`src/rtl/legv8_ctrl_pkg.sv`:
```
// +----------------------------------------------------------------------+
// | legv8_ctrl_pkg                                                       |
// | Shared types, opcode/FS/select codes and decode helpers for the      |
// | LEGv8 multi-cycle control unit.                                      |
// | Rev 1.0                                                              |
// +----------------------------------------------------------------------+
`default_nettype none

package legv8_ctrl_pkg;

    // Encoding is exported on state_dbg: INIT=0 .. HALT=5.
    typedef enum logic [2:0] {
        ST_INIT   = 3'd0,
        ST_FETCH  = 3'd1,
        ST_DECODE = 3'd2,
        ST_EXEC   = 3'd3,
        ST_MEM    = 3'd4,
        ST_HALT   = 3'd5
    } state_e;

    typedef enum logic [3:0] {
        IC_NONE, IC_RTYPE, IC_ITYPE, IC_B, IC_BCOND,
        IC_BR, IC_LDUR, IC_STUR, IC_HLT
    } iclass_e;

    localparam logic [10:0] OP_ADD   = 11'h458;
    localparam logic [10:0] OP_ADDS  = 11'h558;
    localparam logic [10:0] OP_SUB   = 11'h658;
    localparam logic [10:0] OP_SUBS  = 11'h758;
    localparam logic [10:0] OP_AND   = 11'h450;
    localparam logic [10:0] OP_ORR   = 11'h550;
    localparam logic [10:0] OP_EOR   = 11'h650;
    localparam logic [10:0] OP_BR    = 11'h6B0;
    localparam logic [10:0] OP_HLT   = 11'h6A2;
    localparam logic [10:0] OP_LDUR  = 11'h7C2;
    localparam logic [10:0] OP_STUR  = 11'h7C0;
    localparam logic [9:0]  OP_ADDI  = 10'h244;
    localparam logic [9:0]  OP_ADDIS = 10'h2C4;
    localparam logic [9:0]  OP_SUBI  = 10'h344;
    localparam logic [9:0]  OP_SUBIS = 10'h3C4;
    localparam logic [5:0]  OP_B     = 6'b000101;
    localparam logic [7:0]  OP_BCOND = 8'h54;

    localparam logic [4:0] FS_AND = 5'b00000;
    localparam logic [4:0] FS_ORR = 5'b00100;
    localparam logic [4:0] FS_ADD = 5'b01000;
    localparam logic [4:0] FS_SUB = 5'b01001;
    localparam logic [4:0] FS_EOR = 5'b01100;

    localparam logic [1:0] DBUS_ALU  = 2'b00;
    localparam logic [1:0] DBUS_REGB = 2'b01;
    localparam logic [1:0] DBUS_PC4  = 2'b10;
    localparam logic [1:0] DBUS_MEM  = 2'b11;

    localparam logic [1:0] PCFS_HOLD = 2'b00;
    localparam logic [1:0] PCFS_INC  = 2'b01;
    localparam logic [1:0] PCFS_REL  = 2'b10;
    localparam logic [1:0] PCFS_LOAD = 2'b11;

    localparam logic [3:0] COND_EQ = 4'b0000;
    localparam logic [3:0] COND_NE = 4'b0001;
    localparam logic [3:0] COND_CS = 4'b0010;
    localparam logic [3:0] COND_CC = 4'b0011;
    localparam logic [3:0] COND_MI = 4'b0100;
    localparam logic [3:0] COND_PL = 4'b0101;
    localparam logic [3:0] COND_VS = 4'b0110;
    localparam logic [3:0] COND_VC = 4'b0111;
    localparam logic [3:0] COND_HI = 4'b1000;
    localparam logic [3:0] COND_LS = 4'b1001;
    localparam logic [3:0] COND_GE = 4'b1010;
    localparam logic [3:0] COND_LT = 4'b1011;
    localparam logic [3:0] COND_GT = 4'b1100;
    localparam logic [3:0] COND_LE = 4'b1101;
    localparam logic [3:0] COND_AL = 4'b1110;
    localparam logic [3:0] COND_NV = 4'b1111;

    typedef struct packed {
        logic [4:0] fs;
        logic       c0;
        logic       set_flags;
    } alu_ctl_t;

    function automatic iclass_e classify(input logic [31:0] ir);
        iclass_e c;
        c = IC_NONE;
        case (ir[31:21])
            OP_ADD, OP_ADDS, OP_SUB, OP_SUBS,
            OP_AND, OP_ORR, OP_EOR:             c = IC_RTYPE;
            OP_BR:                              c = IC_BR;
            OP_HLT:                             c = IC_HLT;
            OP_LDUR:                            c = IC_LDUR;
            OP_STUR:                            c = IC_STUR;
            default:                            c = IC_NONE;
        endcase
        if (c == IC_NONE) begin
            case (ir[31:22])
                OP_ADDI, OP_ADDIS, OP_SUBI, OP_SUBIS: c = IC_ITYPE;
                default: begin
                    if (ir[31:26] == OP_B)
                        c = IC_B;
                    else if (ir[31:24] == OP_BCOND)
                        c = IC_BCOND;
                end
            endcase
        end
        return c;
    endfunction

    // Register and immediate ALU forms share one table: FS, carry-in, flag update.
    function automatic alu_ctl_t alu_decode(input logic [31:0] ir);
        alu_ctl_t a;
        a = '0;
        case (ir[31:21])
            OP_ADD:  a.fs = FS_ADD;
            OP_ADDS: begin a.fs = FS_ADD; a.set_flags = 1'b1; end
            OP_SUB:  begin a.fs = FS_SUB; a.c0 = 1'b1; end
            OP_SUBS: begin a.fs = FS_SUB; a.c0 = 1'b1; a.set_flags = 1'b1; end
            OP_AND:  a.fs = FS_AND;
            OP_ORR:  a.fs = FS_ORR;
            OP_EOR:  a.fs = FS_EOR;
            default: ;
        endcase
        case (ir[31:22])
            OP_ADDI:  a.fs = FS_ADD;
            OP_ADDIS: begin a.fs = FS_ADD; a.set_flags = 1'b1; end
            OP_SUBI:  begin a.fs = FS_SUB; a.c0 = 1'b1; end
            OP_SUBIS: begin a.fs = FS_SUB; a.c0 = 1'b1; a.set_flags = 1'b1; end
            default: ;
        endcase
        return a;
    endfunction

endpackage

`default_nettype wire

```
`src/rtl/legv8_cond_eval.sv`:
```
// +----------------------------------------------------------------------+
// | legv8_cond_eval                                                      |
// | Combinational B.cond evaluator: cond[3:0] vs {N,Z,C,V} -> taken.     |
// | Rev 1.0                                                              |
// +----------------------------------------------------------------------+
`default_nettype none

module legv8_cond_eval
    import legv8_ctrl_pkg::*;
(
    input  logic [3:0] i_cond,
    input  logic [3:0] i_status,
    output logic       o_taken
);

    logic w_n, w_z, w_c, w_v;
    assign {w_n, w_z, w_c, w_v} = i_status;

    always_comb begin
        o_taken = 1'b0;
        case (i_cond)
            COND_EQ: o_taken = w_z;
            COND_NE: o_taken = ~w_z;
            COND_CS: o_taken = w_c;
            COND_CC: o_taken = ~w_c;
            COND_MI: o_taken = w_n;
            COND_PL: o_taken = ~w_n;
            COND_VS: o_taken = w_v;
            COND_VC: o_taken = ~w_v;
            COND_HI: o_taken = w_c & ~w_z;
            COND_LS: o_taken = ~(w_c & ~w_z);
            COND_GE: o_taken = (w_n == w_v);
            COND_LT: o_taken = (w_n != w_v);
            COND_GT: o_taken = ~w_z & (w_n == w_v);
            COND_LE: o_taken = ~(~w_z & (w_n == w_v));
            COND_AL, COND_NV: o_taken = 1'b1;
            default: o_taken = 1'b0;
        endcase
    end

endmodule

`default_nettype wire

```
`src/rtl/legv8_control_unit.sv`:
```
// +----------------------------------------------------------------------+
// | legv8_control_unit                                                   |
// | Multi-cycle LEGv8 control FSM (INIT/FETCH/DECODE/EXEC/MEM/HALT).     |
// | Option: LEGV8_CTRL_TRAP_EN traps unknown opcodes to HALT and adds    |
// | the sticky illegal_op output.                                        |
// | Rev 1.0                                                              |
// +----------------------------------------------------------------------+
`default_nettype none

module legv8_control_unit
    import legv8_ctrl_pkg::*;
#(
    parameter logic [1:0] FETCH_SIZE = 2'b10,
    parameter logic [1:0] DATA_SIZE  = 2'b11
)
(
    input  logic        clock,
    input  logic        reset,
    input  logic [31:0] IR,
    input  logic [3:0]  status,
    output logic        w_reg,
    output logic        C0,
    output logic        mem_cs,
    output logic        mem_write_en,
    output logic        IR_load,
    output logic        status_load,
    output logic        B_Sel,
    output logic        PC_sel,
    output logic        add_tri_sel,
    output logic [31:0] k,
    output logic [4:0]  FS,
    output logic [1:0]  PC_FS,
    output logic [1:0]  size,
    output logic [1:0]  data_tri_sel,
    output logic [4:0]  SA,
    output logic [4:0]  SB,
    output logic [4:0]  DA,
    output logic        halted,
    output logic [2:0]  state_dbg
`ifdef LEGV8_CTRL_TRAP_EN
    ,
    output logic        illegal_op
`endif
);

    state_e   state_q, state_d;
    iclass_e  w_cls;
    alu_ctl_t w_alu;
    logic     w_taken;

    assign w_cls     = classify(IR);
    assign w_alu     = alu_decode(IR);
    assign state_dbg = state_q;

    legv8_cond_eval u_cond_eval (
        .i_cond   (IR[3:0]),
        .i_status (status),
        .o_taken  (w_taken)
    );

    always_comb begin
        state_d = state_q;
        case (state_q)
            ST_INIT:   state_d = ST_FETCH;
            ST_FETCH:  state_d = ST_DECODE;
            ST_DECODE: begin
                case (w_cls)
                    IC_LDUR, IC_STUR: state_d = ST_MEM;
                    IC_HLT:           state_d = ST_HALT;
`ifdef LEGV8_CTRL_TRAP_EN
                    IC_NONE:          state_d = ST_HALT;
`endif
                    default:          state_d = ST_EXEC;
                endcase
            end
            ST_EXEC, ST_MEM: state_d = ST_FETCH;
            ST_HALT:   state_d = ST_HALT;
            default:   state_d = ST_INIT;
        endcase
    end

`ifdef LEGV8_CTRL_TRAP_EN
    logic illegal_q, illegal_d;
    assign illegal_d  = illegal_q | ((state_q == ST_DECODE) && (w_cls == IC_NONE));
    assign illegal_op = illegal_q;
`endif

    always_ff @(posedge clock or posedge reset) begin
        if (reset) begin
            state_q   <= ST_INIT;
`ifdef LEGV8_CTRL_TRAP_EN
            illegal_q <= 1'b0;
`endif
        end else begin
            state_q   <= state_d;
`ifdef LEGV8_CTRL_TRAP_EN
            illegal_q <= illegal_d;
`endif
        end
    end

    always_comb begin
        w_reg        = 1'b0;
        C0           = 1'b0;
        mem_cs       = 1'b0;
        mem_write_en = 1'b0;
        IR_load      = 1'b0;
        status_load  = 1'b0;
        B_Sel        = 1'b0;
        PC_sel       = 1'b0;
        add_tri_sel  = 1'b0;
        k            = 32'd0;
        FS           = 5'd0;
        PC_FS        = PCFS_HOLD;
        size         = 2'b00;
        data_tri_sel = DBUS_ALU;
        SA           = 5'd0;
        SB           = 5'd0;
        DA           = 5'd0;
        halted       = 1'b0;
        case (state_q)
            ST_FETCH: begin
                add_tri_sel  = 1'b1;
                mem_cs       = 1'b1;
                data_tri_sel = DBUS_MEM;
                size         = FETCH_SIZE;
                IR_load      = 1'b1;
                PC_FS        = PCFS_INC;
            end
            ST_EXEC: begin
                case (w_cls)
                    IC_RTYPE, IC_ITYPE: begin
                        SA           = IR[9:5];
                        DA           = IR[4:0];
                        w_reg        = 1'b1;
                        data_tri_sel = DBUS_ALU;
                        FS           = w_alu.fs;
                        C0           = w_alu.c0;
                        status_load  = w_alu.set_flags;
                        if (w_cls == IC_RTYPE) begin
                            SB = IR[20:16];
                        end else begin
                            B_Sel = 1'b1;
                            k     = {20'd0, IR[21:10]};
                        end
                    end
                    // Branch offsets are word counts; -1 undoes the PC+4 already applied in FETCH.
                    IC_B: begin
                        PC_sel = 1'b1;
                        PC_FS  = PCFS_REL;
                        k      = {{6{IR[25]}}, IR[25:0]} - 32'd1;
                    end
                    IC_BCOND: begin
                        if (w_taken) begin
                            PC_sel = 1'b1;
                            PC_FS  = PCFS_REL;
                            k      = {{13{IR[23]}}, IR[23:5]} - 32'd1;
                        end
                    end
                    IC_BR: begin
                        SA    = IR[9:5];
                        PC_FS = PCFS_LOAD;
                    end
                    default: ;
                endcase
            end
            ST_MEM: begin
                SA     = IR[9:5];
                B_Sel  = 1'b1;
                k      = {{23{IR[20]}}, IR[20:12]};
                FS     = FS_ADD;
                mem_cs = 1'b1;
                size   = DATA_SIZE;
                if (w_cls == IC_LDUR) begin
                    data_tri_sel = DBUS_MEM;
                    DA           = IR[4:0];
                    w_reg        = 1'b1;
                end else if (w_cls == IC_STUR) begin
                    SB           = IR[4:0];
                    data_tri_sel = DBUS_REGB;
                    mem_write_en = 1'b1;
                end
            end
            ST_HALT: halted = 1'b1;
            default: ;
        endcase
    end

endmodule

`default_nettype wire
```
`config.mk`:
```
export PLATFORM = sky130hd
export DESIGN_NAME = legv8_control_unit
export DESIGN_NICKNAME = d
export VERILOG_FILES = /design/src/rtl/legv8_ctrl_pkg.sv /design/src/rtl/legv8_cond_eval.sv /design/src/rtl/legv8_control_unit.sv
export SDC_FILE = /design/constraint.sdc
export NUM_CORES = 1
export LEC_CHECK = 0
export BUFFER_PORTS_ARGS = -buffer_cell sky130_fd_sc_hd__buf_2
export CAP_MARGIN = 20
export CORE_ASPECT_RATIO = 1.5
export CORE_MARGIN = 2
export CORE_UTILIZATION = 49
export CTS_CLUSTER_DIAMETER = 120
export DETAILED_ROUTE_END_ITERATION = 7
export HOLD_SLACK_MARGIN = 0.05
export PLACE_DENSITY = 0.91
export SLEW_MARGIN = 15
export SYNTH_ARGS = -nofsm -noshare
export SYNTH_HDL_FRONTEND = slang
export SYNTH_SLANG_ARGS = --single-unit
```
`constraint.sdc`:
```
create_clock -name clock -period 3.2 [get_ports clock]
set_clock_uncertainty 0.15 [all_clocks]
set_input_delay 0.32 -clock clock [delete_from_list [all_inputs] [get_ports clock]]
set_output_delay 0.32 -clock clock [all_outputs]
set_load 0.005 [all_outputs]
```
==> metrics.csv, run 1 <==
metric,value,unit
cts_buffer_depth,2,
overflow,0,
max_stage_delay,0.42,ns
cts.htree.levels,1,
drv_slew,0,
nFillCells,454,
antenna_found_initial,0,
postRouteAntennaNets,0,
final_common_cell,buf_2,
period_share,0.910,
critPathKind,flip-flop to primary output,
rsz0062_at_grt,false,
yosys_warnings,0,
crit_required,2.73,ns
cts_root_buf,clkbuf_8,
holdBufCountCts,1,
totalWireLength,8.14,mm
ff_latch_area,75.1,um^2
place_ws,0.441,ns
first_pass_iters,5,
grt_busiest_layer,met2,
maxCapViolCount,0,
rows,31,
cp_top_family,simple AND/OR/NAND/NOR gates,
peakVddDrop,0.378,mV
cts_sinks,3,
finalHoldViolCount,0,
finalSetupViolCount,0,
setup_ws,0.289,ns
path_max_fanout,13,
area_growth,22.0,%
hold_slack,0.386,ns
start_kind,flip-flop,
insertion_delay,0.21,ns
synth_area,2370,um^2
largest_reg_flops,3,
clk_pin_slew,0.03,ns
rr_startpoint,state_dbg[1],
dieArea,5430,um^2
num_vias,3110,
gp_congestion,1.06,
path_buf_inv,2,
startpoint,state_dbg[1],
synth_edf_count,0,
grt_usage,0.298,
leakage,1.33,nW
synth_seq_cells,3,
globalRouteMet3Util,0.0174,
tightestPinTransition,0.614,ns
core_area,4730,um^2
min_period,2.91,ns
cp-end-kind,primary output,
grt_pass1_wl,12.8,mm
cts_resized,0,
relSlewSlack,0.588,
fmax,343,MHz
n_antenna_cell,0,
hpwl,6.53,mm
cpMaxStageDelayCell,dfrtp_1,
io_pins,109,
drt-initial-drc-count,220,
final_cell_mix,"106 x buf_2, 34 x o21ai_0, 28 x nor2_1",
stdcell_count,505,
cts_buffers,3,
wl_per_cell,16.1,um
avgSynthCellArea,6.68,um^2
yosysSeqAreaShare,0.0316,
total_power,0.595,mW
use_met1,0.337,
path_common_cell,nand2_1,
grt_pass1_vias,2812,
grt_max_degree,20,
initial_core_util,0.501,
fin_setup_tns,0,ns
cp_cell_sequence,nor2_1 > nand2_1 > inv_1 > nand2_1 > nand2_1 > o31ai_1 > o22ai_1 > buf_2,
status,finished clean,
hp-class,input port to asynchronous set/reset pin,
multi_input_area,2040,um^2
r2r_cells,4,
arrival,2.44,ns
cp_num_cells,8,
die-height,89.2,um
die_w,60.8,um
viasPerCell,6.16,
synth_cell_type_count,70,
tritoncts,yes,
globalRouteMet2Util,0.546,
final_net_count,483,
cts_setup_buffers,0,
port_buffers,106,
dp.cells,500,
async_reset_ff_frac,1.00,
drcViolationCount,0,
power.density,206,nW/um^2
drive_above_1_share,0.314,
syn-instance-count,355,
synthFlopType,dfrtp_1,
[cell type report]
class | count | share of cell area
clock buffer | 4 | 0.0156
sequential | 3 | 0.0259
inverter | 16 | 0.0207
multi-input combinational | 302 | 0.704
tap | 66 | 0.0285
timing repair buffer | 114 | 0.205
[Yosys cell counts (3+ instances only)]
cell type / instances / area (um^2)
a21oi_1: 17 / 85.1
a22o_1: 5 / 43.8
a22oi_1: 5 / 37.5
and2_1: 12 / 75.1
and3_1: 5 / 31.3
buf_2: 5 / 25.0
buf_4: 9 / 67.6
buf_6: 4 / 45.0
clkbuf_1: 15 / 56.3
dfrtp_1: 3 / 75.1
ha_1: 5 / 62.6
inv_1: 16 / 60.1
mux2i_1: 3 / 30.0
nand2_1: 27 / 101
nand2b_1: 3 / 18.8
nand3_1: 15 / 75.1
nand4_1: 6 / 37.5
nor2_1: 28 / 105
nor3_1: 14 / 70.1
nor3b_1: 5 / 37.5
nor4b_1: 3 / 26.3
o211ai_1: 12 / 90.1
o21a_1: 4 / 30.0
o21ai_0: 34 / 170
o22ai_1: 3 / 18.8
o2bb2ai_1: 6 / 52.6
o31ai_1: 3 / 22.5
or2_2: 3 / 18.8
or4_1: 3 / 22.5
xnor2_1: 24 / 210
xor2_1: 6 / 52.6
[worst reg2reg max path: cells and delay by family, from the launching register on]
family / cells / cell delay [ns]
AO/OA/AOI/OAI: 1 / 0.05
AND/OR/NAND/NOR: 2 / 0.35
buffers and inverters: 1 / 0.11
flip-flops: 1 / 0.42
[metal layers]
layer | vias to the layer above | wire length (um)
li1 | 1468 | -
met1 | 1416 | 2950
met2 | 179 | 4200
met3 | 47 | 521
met4 | 0 | 461
met5 | - | 0
[logic make-up (layout without fill, tap and decap cells)]
kind of cell    Yosys count  in the layout  share of synthesized area
buf+inv                  51            134                      0.110
flops                     3              3                     0.0316
fa+ha+maj                 5              5                     0.0264
mux                       3              3                     0.0127
other cells               1              2                    0.00158
simple gates            150            150                      0.379
xor+xnor                 30             30                      0.111
compound gates          112            112                      0.328
[where the power goes]
part | switching [mW] | leakage, nW | total [mW] | internal, mW
Sequential | 0.0176 | 0.0367 | 0.0687 | 0.0511
Clock | 0.0228 | 0.0228 | 0.108 | 0.0848
Combinational | 0.267 | 1.27 | 0.419 | 0.152
[per-stage QoR]
step | util | cell area [um^2]
after CTS | 0.612 | 2900
after detailed placement | 0.600 | 2840
final | 0.612 | 2900
after global routing | 0.612 | 2900
after floorplan | - | 2380
after global placement | 0.600 | 2840
[worst paths after layout]
path                                 to  slack, ns
setup / recovery                   k[8]       0.29
hold / removal             state_dbg[0]       0.39
setup reg to reg           state_dbg[0]       1.98
hold reg to reg            state_dbg[1]       0.40
max in group asynchronous  state_dbg[2]       2.38
min in group clock         state_dbg[1]       0.40
Power figures use the tool's default switching activity.
==> run 2, diff against run 1 <==
- ABC_AREA: unset -> 1
- CORE_UTILIZATION: 49 -> 50
- PLACE_DENSITY: 0.91 -> 0.9
==> run 2 against run 1 <==
Sequential share of layout area shrank 0.33 points. Register-to-register slack worse by 0.29 ns. Critical path type is now input port to primary output. Area after synthesis increased by 18%.
==> metrics.csv, run 2 <==
metric,value,unit
status,finished clean,
period_share,0.871,
start_kind,input port,
gp_congestion,1.05,
final_cell_mix,"185 x nand2_1, 106 x buf_2, 69 x nand3_1",
synth_cell_type_count,37,
place_area,3250,um^2
clk_pin_slew,0.03,ns
cts_buffer_depth,2,
synth_seq_cells,3,
final_net_count,678,
n_antenna_cell,0,
dieArea,6200,um^2
multi_input_area,2230,um^2
cts_buffers,3,
fin_setup_tns,0,ns
hp-class,input port to asynchronous set/reset pin,
viasPerCell,5.66,
initial_core_util,0.515,
antenna_found_initial,0,
rsz0062_at_grt,false,
wl_per_cell,14.8,um
use_met1,0.370,
yosys_warnings,0,
crit_required,2.73,ns
arrival,2.32,ns
critPathKind,input port to primary output,
area_growth,18.9,%
largest_reg_flops,3,
first_pass_iters,5,
grt_busiest_layer,met2,
grt_max_degree,31,
drive_above_1_share,0.273,
globalRouteMet2Util,0.592,
synth_area_leaders,"nand2_1 25%, nand3_1 12%, inv_1 7.7%, nor2_1 5.7%, xor2_1 5.3%",
finalSetupViolCount,0,
ff_latch_area,75.1,um^2
yosysSeqAreaShare,0.0269,
grt_usage,0.335,
leakage,2.05,nW
ff2ff_setup_slack,1.69,ns
tightestPinTransition,0.590,ns
final_common_cell,nand2_1,
die_w,65.0,um
core_area,5410,um^2
die-height,95.5,um
totalWireLength,10.4,mm
nFillCells,583,
maxCapViolCount,0,
total_power,0.638,mW
synth_area,2790,um^2
yosys.area.top_type,nand2_1,
postRouteAntennaNets,0,
io_pins,109,
cts_setup_buffers,0,
drcViolationCount,0,
synth_edf_count,0,
synthFlopType,dfrtp_1,
grt_pass1_wl,16.6,mm
insertion_delay,0.22,ns
power.density,192,nW/um^2
globalRouteMet3Util,0.0437,
tritoncts,yes,
synth_commonest_cells,"185 x nand2_1, 69 x nand3_1, 57 x inv_1, 42 x nor2_1, 23 x inv_2",
rows,33,
drt-initial-drc-count,371,
peakVddDrop,0.211,mV
num_vias,3987,
cts_sinks,3,
async_reset_ff_frac,1.00,
r2r_cells,7,
cp-end-kind,primary output,
min_period,2.79,ns
finalHoldViolCount,0,
fmax,359,MHz
relSlewSlack,0.606,
cts.htree.levels,1,
setup_ws,0.413,ns
cts_root_buf,clkbuf_8,
port_buffers,106,
rr_startpoint,state_dbg[0],
place_ws,0.273,ns
yosysMostFrequentCell,nand2_1,
avgSynthCellArea,5.13,um^2
stdcell_area,3310,um^2
drv_slew,0,
hpwl,8.25,mm
r2r_end,state_dbg[0],
hold_slack,0.381,ns
syn-instance-count,543,
synth_top_area_share,0.249,
grt_pass1_vias,3604,
overflow,0,
path_max_fanout,19,
[run 2: cell type report]
| cell class | instances | share of cell area |
|---|---|---|
| clock buffers | 4 | 0.0136 |
| well taps | 70 | 0.0264 |
| multi-input cells | 435 | 0.672 |
| inverters | 80 | 0.0906 |
| repair buffers | 112 | 0.174 |
| flip-flops and latches | 3 | 0.0227 |
[run 2: kinds of logic after synthesis]
group,share of synthesized area
buffers and inverters,0.178
AND/OR/NAND/NOR,0.601
other,0.00135
adder cells (fa/ha/maj),0.0224
XOR/XNOR,0.0534
flip-flops,0.0269
AO/OA/AOI/OAI,0.117
[run 2: metal layers]
layer,wire [um],share of wire
met3,906,0.087
met1,3730,0.36
met5,0,0
met4,667,0.064
met2,5080,0.49
[run 2: per-stage QoR]
stage | cells | util
2_1_floorplan | 544 | -
3_3_place_gp | 699 | 0.601
3_5_place_dp | 699 | 0.601
4_1_cts | 704 | 0.611
5_1_grt | 704 | 0.613
6_report | 704 | 0.613
[run 2: power by group]
group | total (mW) | leakage, nW | switching, mW | internal, mW
Combinational | 0.456 | 1.99 | 0.315 | 0.141
Clock | 0.115 | 0.0228 | 0.0298 | 0.0854
Sequential | 0.0670 | 0.0373 | 0.0149 | 0.0521
[run 2: worst max-delay path by stage]
stage                     start  endpoint  cells past startpoint
final                     IR[0]     k[26]                     12
after global routing      IR[0]     k[27]                     12
after CTS                 IR[0]     k[29]                     12
after global placement    IR[0]     k[27]                     12
after detailed placement  IR[0]     k[29]                     12
after floorplan           IR[0]     k[27]                     10
[run 2: what timing repair did]
item | in CTS | in global routing
endpoints found under the setup margin | 0 | 6
hold endpoints to repair | 3 | 0
hold buffers | 1 | 0
gates resized for setup | 0 | 1
[run 2: critical path, cell delays in order]
cell and delay [ns]:
buf_2 0.15, inv_1 0.10, ha_1 0.30, nand3_1 0.12
nand3_1 0.08, a21oi_1 0.26, nand4_4 0.33, nand3_2 0.26
nand2_1 0.07, nand2_1 0.06, nand2_1 0.10, buf_2 0.18
==> run 3, diff against run 2 <==
- CORE_MARGIN: 2 -> 3
- PLACE_DENSITY: 0.9 -> 0.82
==> run 3 against run 2 <==
Critical path depth decreased by 6. Via count shrank 0.40%. Sequential power hardly changed. Die area is 5.2% higher. First-iteration DRC count is 9.4% lower. Hold slack worse by 0.021 ns. Count of clock-buffer cells in the layout unchanged. Critical path type is now flip-flop to primary output.
==> metrics.csv, run 3 (synthesis results as in run 2) <==
metric,value,unit
final_net_count,679,
swShare,0.557,
hp-class,input port to asynchronous set/reset pin,
r2r_cells,6,
totalWireLength,10.9,mm
pwr-share-clk,0.174,
relSlewSlack,0.532,
leakage,2.05,nW
power.density,194,nW/um^2
final_common_cell,nand2_1,
grt_max_degree,22,
overflow,0,
grt_pass1_vias,3747,
postRouteAntennaNets,0,
viasPerCell,5.65,
drt-initial-drc-count,336,
crit_required,2.73,ns
rows,32,
fin_setup_tns,0,ns
fmax,349,MHz
rsz0062_at_grt,false,
critPathCapture,k[31],
start_kind,flip-flop,
comb_power_share,0.721,
path_max_fanout,19,
gp_congestion,0.985,
arrival,2.40,ns
startpoint,state_dbg[1],
dieArea,6530,um^2
r2r_end,state_dbg[0],
drv_slew,0,
hpwl,8.92,mm
finalSetupViolCount,0,
finalHoldViolCount,0,
core_area,5290,um^2
die_w,67.0,um
globalRouteMet2Util,0.579,
period_share,0.896,
globalRouteMet3Util,0.0359,
drcViolationCount,0,
total_power,0.642,mW
min_period,2.87,ns
n_antenna_cell,0,
cts_buffers,3,
drive_above_1_share,0.274,
first_pass_iters,5,
maxCapViolCount,0,
io_pins,109,
grt_usage,0.336,
intPower,0.285,mW
die-height,97.5,um
num_vias,3971,
wl_per_cell,15.5,um
status,finished clean,
utilization,0.626,
grt_pass1_wl,17.4,mm
largest_reg_flops,3,
area_growth,18.8,%
seqPwrFrac,0.104,
clk_pin_slew,0.03,ns
cts.htree.levels,1,
peakVddDrop,0.170,mV
hold_slack,0.361,ns
antenna_found_initial,0,
ff2ff_setup_slack,1.82,ns
grt_busiest_layer,met2,
use_met1,0.383,
cts_sinks,3,
power.net_switching,0.357,mW
tritoncts,yes,
initial_core_util,0.527,
insertion_delay,0.22,ns
critPathKind,flip-flop to primary output,
cts_resized,0,
port_buffers,106,
cts_buffer_depth,2,
cp-end-kind,primary output,
rr_startpoint,state_dbg[0],
final_cell_mix,"185 x nand2_1, 106 x buf_2, 69 x nand3_1",
cts_root_buf,clkbuf_8,
tightestPinTransition,0.699,ns
-- run 3: cell count changes in the layout (fill, tap and decap cells not counted), sizes merged --
cell / delta
buf: +1
-- run 3: critical path, stage by stage, from the launching register on --
cell and delay (ns):
dfrtp_1 0.40, nor2_1 0.12, inv_1 0.06, nor2_1 0.53
nand2_1 0.59, nand2_1 0.31, buf_2 0.15
-- run 3: cell type report --
class / instances / area [um^2]
fill: 616 / 1970
clock buffer: 4 / 45.0
timing repair buffer: 113 / 586
tap: 68 / 85.1
inverter: 80 / 300
multi-input combinational: 435 / 2220
sequential: 3 / 75.1
-- run 3: per-stage QoR --
| step | cell area, um^2 | cells | worst slack [ns] |
|---|---|---|---|
| 2_1_floorplan | 2790 | 544 | 1.07 |
| 3_3_place_gp | 3260 | 698 | 0.619 |
| 5_1_grt | 3310 | 703 | 0.150 |
| 3_5_place_dp | 3260 | 698 | 0.532 |
| 4_1_cts | 3310 | 703 | 0.371 |
| 6_report | 3310 | 703 | 0.333 |
-- run 3: repair_timing --
item                                    in CTS  in global routing
hold endpoints to repair                     3                  0
buffers inserted                             0                  0
endpoints found under the setup margin       0                  0
hold buffers                                 1                  0
-- run 3: power by group through the flow --
stage	Combinational (mW)	Clock, mW	Sequential (mW)
global route	0.508	0.118	0.0693
detailed placement	0.455	0	0.0673
global placement	0.450	0	0.0662
CTS	0.458	0.112	0.0669
finish	0.463	0.112	0.0670
floorplan	0.298	0	0.0673
-- run 3: worst min-delay path by stage --
stage	slack, ns	end	cells past startpoint
after CTS	0.36	state_dbg[2]	3
after floorplan	-0.08	state_dbg[0]	1
after detailed placement	0.04	state_dbg[2]	2
after global placement	0.03	state_dbg[0]	2
final	0.36	state_dbg[2]	3
after global routing	0.38	state_dbg[2]	3
-- run 3: metal layers --
| metal | wire length [um] | part of all wire |
|---|---|---|
| met1 | 3850 | 0.35 |
| met2 | 5320 | 0.49 |
| met3 | 1010 | 0.092 |
| met4 | 753 | 0.069 |
| met5 | 0 | 0 |
